**config.mk**
```make
export PLATFORM = sky130hd
export DESIGN_NAME = mux16_sel
export DESIGN_NICKNAME = d
export VERILOG_FILES = /design/src/rtl/mux16_sel.sv
export SDC_FILE = /design/constraint.sdc
export NUM_CORES = 1
export LEC_CHECK = 0
export ABC_AREA = 0
export CORE_ASPECT_RATIO = 2
export CORE_UTILIZATION = 32
export CTS_BUF_LIST = sky130_fd_sc_hd__clkbuf_4 sky130_fd_sc_hd__clkbuf_8 sky130_fd_sc_hd__clkbuf_16
export CTS_CLUSTER_DIAMETER = 150
export DETAILED_ROUTE_END_ITERATION = 7
export GPL_TIMING_DRIVEN = 0
export PLACE_DENSITY = 0.82
export SKIP_CTS_REPAIR_TIMING = 1
export SYNTH_ARGS = -nofsm -noshare
export SYNTH_HDL_FRONTEND = slang
export SYNTH_SLANG_ARGS = --single-unit
```
**constraint.sdc**
```tcl
create_clock -name clk -period 1.9 [get_ports clk]
set_clock_uncertainty 0.1 [all_clocks]
set_input_delay 0.19 -clock clk [delete_from_list [all_inputs] [get_ports clk]]
set_output_delay 0.19 -clock clk [all_outputs]
set_load 0.01 [all_outputs]
```
**src/rtl/mux16_sel.sv**
```systemverilog
// mux16_sel: 16:1 WIDTH-bit multiplexer with a registered copy of the result.
// Typical use is cache byte selection, where sel_i is the address offset [3:0]
// and in0_i..in15_i are the 16 bytes of a 128-bit block.
//
// Ports:
//   clk              clock, registers update on the rising edge
//   rst              asynchronous active-high reset, clears the registers
//   sel_i[3:0]       select, value N picks inN_i
//   in0_i..in15_i    data inputs, WIDTH bits each
//   en_i             load enable for the registered outputs
//   out_o            combinational selected data (no clk/rst/en_i dependency)
//   out_q_o          registered selected data, one cycle behind out_o
//   sel_q_o[3:0]     select value captured together with out_q_o
//   par_q_o          (MUX16_PARITY_EN only) XOR reduction of the value loaded
//                    into out_q_o, registered alongside it
//
// Build option: define MUX16_PARITY_EN to add par_q_o and its parity register.
module mux16_sel #(
  parameter int WIDTH = 8
) (
  input  logic             clk,
  input  logic             rst,
  input  logic [3:0]       sel_i,
  input  logic [WIDTH-1:0] in0_i,
  input  logic [WIDTH-1:0] in1_i,
  input  logic [WIDTH-1:0] in2_i,
  input  logic [WIDTH-1:0] in3_i,
  input  logic [WIDTH-1:0] in4_i,
  input  logic [WIDTH-1:0] in5_i,
  input  logic [WIDTH-1:0] in6_i,
  input  logic [WIDTH-1:0] in7_i,
  input  logic [WIDTH-1:0] in8_i,
  input  logic [WIDTH-1:0] in9_i,
  input  logic [WIDTH-1:0] in10_i,
  input  logic [WIDTH-1:0] in11_i,
  input  logic [WIDTH-1:0] in12_i,
  input  logic [WIDTH-1:0] in13_i,
  input  logic [WIDTH-1:0] in14_i,
  input  logic [WIDTH-1:0] in15_i,
  input  logic             en_i,
`ifdef MUX16_PARITY_EN
  output logic             par_q_o,
`endif
  output logic [WIDTH-1:0] out_o,
  output logic [WIDTH-1:0] out_q_o,
  output logic [3:0]       sel_q_o
);

  // All 16 select codes are listed explicitly; the leading assignment only
  // keeps the block latch-free and is always overridden by one of the arms.
  always_comb begin
    out_o = in0_i;
    case (sel_i)
      4'd0:  out_o = in0_i;
      4'd1:  out_o = in1_i;
      4'd2:  out_o = in2_i;
      4'd3:  out_o = in3_i;
      4'd4:  out_o = in4_i;
      4'd5:  out_o = in5_i;
      4'd6:  out_o = in6_i;
      4'd7:  out_o = in7_i;
      4'd8:  out_o = in8_i;
      4'd9:  out_o = in9_i;
      4'd10: out_o = in10_i;
      4'd11: out_o = in11_i;
      4'd12: out_o = in12_i;
      4'd13: out_o = in13_i;
      4'd14: out_o = in14_i;
      4'd15: out_o = in15_i;
    endcase
  end

  always_ff @(posedge clk or posedge rst) begin
    if (rst) begin
      out_q_o <= '0;
      sel_q_o <= '0;
    end else if (en_i) begin
      out_q_o <= out_o;
      sel_q_o <= sel_i;
    end
  end

`ifdef MUX16_PARITY_EN
  // Parity is taken from the same out_o value being loaded, so it always
  // describes the current contents of out_q_o.
  always_ff @(posedge clk or posedge rst) begin
    if (rst) begin
      par_q_o <= 1'b0;
    end else if (en_i) begin
      par_q_o <= ^out_o;
    end
  end
`endif

endmodule

```
==> results.sh <==
export IMPL_netlist_instances=231
export IMPL_violations="setup timing"
export IMPL_hp_class="primary input to asynchronous set/reset pin"
export IMPL_syn_nets=366
export IMPL_cts_tree="built"
export IMPL_async_flop_share_pct=100
export IMPL_drt_wl_total_microns=9260
export IMPL_setup_viol=8
export IMPL_drt_pass1_iter_count=4
export IMPL_crit_type="primary input to primary output"
export IMPL_synth_seq_cells=12
export IMPL_rsz0062_at_grt="yes"
export IMPL_crit_fanout=6
export IMPL_syn_avg_cell_area_sq_um=7.69
export IMPL_routed_via_count=2671
export IMPL_io_pins=155
export IMPL_cp_start_kind="primary input"
export IMPL_area_growth_pct=111
export IMPL_cap_violations=0
export IMPL_fill_cells=427
export IMPL_cp_top_family="buffers and inverters"
export IMPL_start_util_pct=33.1
export IMPL_arrival_ns=1.80
export IMPL_cts_root_buf="clkbuf_8"
export IMPL_p_seq_share_pct=21.4
export IMPL_p_int_mw=0.997
export IMPL_dieArea_sq_um=5870
export IMPL_clk_pin_slew_worst_paths_ns=0.05
export IMPL_layout_commonest_cell="clkdlybuf4s50_1"
export IMPL_drv_slew=0
export IMPL_power_frac_comb_pct=58.8
export IMPL_required_ns=1.61
export IMPL_nNetsFinal=536
export IMPL_irDropWorstVdd_mv=0.508
export IMPL_port_buffers=151
export IMPL_power_total_mw=1.47
export IMPL_switchingPower_mw=0.469
export IMPL_critPathBufInv=6
export IMPL_p_per_area_nw_per_um2=391
export IMPL_clk_latency_ns=0.25
export IMPL_timing_final_ws_setup_ns=-0.192
export IMPL_outcome="finished, violations left"
export IMPL_swShare_pct=32.0
export IMPL_synth_area_sq_um=1780
export IMPL_wl_per_cell_microns=20.1
export IMPL_grt_usage_pct=29.6
export IMPL_numCtsBuffers=3
export IMPL_die_w_microns=54.7
export IMPL_grt_pass1_vias=2654
export IMPL_yosysWarnings=0
export IMPL_grt_overflow=0
export IMPL_pwr_share_clk_pct=19.8
export IMPL_fin_crit_ns=2.09
export IMPL_crit_path_end_kind="primary output"
export IMPL_grt_max_degree=13
export IMPL_drc=0
export IMPL_worst_pin_slew_ns=0.507
export IMPL_p_leak_nw=1.46
export IMPL_h_tree_depth=1
export IMPL_antenna_left=0
export IMPL_synth_edff_count=0
export IMPL_crit_chain="buf_8 -> buf_8 -> buf_8 -> buf_4 -> nor3b_4 -> buf_4 -> nand2_1 -> a31oi_2 -> nor4_4 -> nor2_1 -> clkbuf_2"
export IMPL_core_area_sq_um=5370
export IMPL_layout_common_cells="clkdlybuf4s50_1, buf_4, nor2_1, a22oi_1"
export IMPL_dp_hpwl_microns=7070
export IMPL_vias_per_cell=5.81
export IMPL_antenna_found_initial=0
export IMPL_crit_slowest_cell="a31oi_2"
export IMPL_drtIter0Drc=108
export IMPL_slew_limit_headroom_pct=66.1
export IMPL_clockBufferDepth=2
export IMPL_synth_cell_types=46
export IMPL_ys_seq_area_share_pct=16.9
export IMPL_gp_congestion=0.911
export IMPL_drive_gt1_share_pct=23.8
export IMPL_cpMostUsedCell="buf_8"
export IMPL_ys_flop_type="dfrtp_1"
export IMPL_max_freq_ghz=0.478
export IMPL_cts_num_sinks=12
export IMPL_grt_pass1_wl_microns=12500
export IMPL_crit_path_max_incr_delay_ns=0.33
export IMPL_pre_cts_ws_ns=-1.11
export IMPL_post_route_period_util_pct=110
export IMPL_hold_violations=0
export IMPL_antenna_diode_count=0
export IMPL_core_rowCount=38
export IMPL_die_h_microns=107
-- final cells by class --
cell class / count / area [sq um] / share of cell area (%)
Clock buffer: 4 / 55.1 / 1.47
Tap cell: 60 / 75.1 / 2.00
Buffer: 22 / 184 / 4.91
Sequential cell: 12 / 300 / 8.01
Inverter: 9 / 37.5 / 1.00
Timing Repair Buffer: 166 / 1620 / 43.1
Multi-Input combinational cell: 187 / 1480 / 39.5
-- per-layer routing --
metal | vias up | GRT usage, % | share of wire [%]
met2 | 146 | 51.4 | 54
li1 | 1246 | - | -
met1 | 1238 | 28.9 | 33
met5 | - | 0 | 0
met4 | 0 | 20.9 | 6.5
met3 | 41 | 5.65 | 6.2
-- state kept, by name, indices dropped and copies added (netlist names) --
name,flops
sel_q_o,4
out_q_o,8
-- power groups by stage --
| stage | combinational (mW) | clock (mW) | sequential, mW |
|---|---|---|---|
| 2_1_floorplan | 0.283 | 0 | 0.334 |
| 5_1_grt | 0.909 | 0.303 | 0.319 |
| 6_report | 0.862 | 0.289 | 0.314 |
| 4_1_cts | 0.789 | 0.294 | 0.314 |
| 3_5_place_dp | 0.782 | 0 | 0.316 |
| 3_3_place_gp | 0.777 | 0 | 0.316 |
-- path summary, 6_finish.rpt --
kind                            depth (start not counted)    endpoint  slack (ns)        from
worst max-delay path                                   11    out_o[5]       -0.19    sel_i[1]
worst min-delay path                                    2  out_q_o[0]        0.15         rst
worst max register to register                          1  out_q_o[0]        1.04  out_q_o[0]
worst min register to register                          1  sel_q_o[1]        0.40  sel_q_o[1]
max in group asynchronous                               2  out_q_o[7]        1.25         rst
min in group clk                                        2  out_q_o[0]        0.30        en_i
-- Yosys cell counts (2+ instances only) --
| cell | n | area, sq um |
|---|---|---|
| mux2i_1 | 4 | 40.0 |
| a22oi_1 | 17 | 128 |
| inv_1 | 9 | 33.8 |
| a22o_1 | 4 | 35.0 |
| buf_6 | 7 | 78.8 |
| or2_2 | 2 | 12.5 |
| mux2_2 | 9 | 101 |
| nand2_1 | 13 | 48.8 |
| nor4_1 | 4 | 25.0 |
| a32oi_1 | 4 | 35.0 |
| a221oi_1 | 8 | 70.1 |
| nor3b_2 | 2 | 25.0 |
| and3_1 | 4 | 25.0 |
| o21ai_0 | 7 | 35.0 |
| nand2b_1 | 4 | 25.0 |
| and4b_1 | 2 | 20.0 |
| nand3_1 | 13 | 65.1 |
| clkbuf_1 | 7 | 26.3 |
| nor2_1 | 15 | 56.3 |
| buf_2 | 8 | 40.0 |
| a31oi_1 | 11 | 68.8 |
| nand4_1 | 2 | 12.5 |
| nand3b_1 | 12 | 90.1 |
| nor2b_1 | 10 | 62.6 |
| dfrtp_1 | 12 | 300 |
| o22ai_1 | 10 | 62.6 |
| a21oi_1 | 11 | 55.1 |
| o32ai_1 | 2 | 17.5 |
-- cells by family (layout without fill, tap and decap cells) --
kind of cell    Yosys count  count (layout)  synth area share (%)
simple gates             90              90                  30.2
mux                      14              14                  8.80
compound gates           83              83                  33.6
buf+inv                  32             201                  10.5
flops                    12              12                  16.9
-- stage by stage --
step	hold WS, ns	TNS (ns)	utilization (%)	area, sq um	instances
4_1_cts	0.156	-10.69	63.6	3420	446
3_3_place_gp	0.388	-12.04	62.6	3360	442
5_1_grt	0.204	-1.72	69.7	3750	460
6_report	0.145	-1.13	69.7	3750	460
3_5_place_dp	0.395	-12.68	62.6	3360	442
2_1_floorplan	-0.0453	0	-	1780	231
Note: power is estimated with default switching activity, not from simulation.
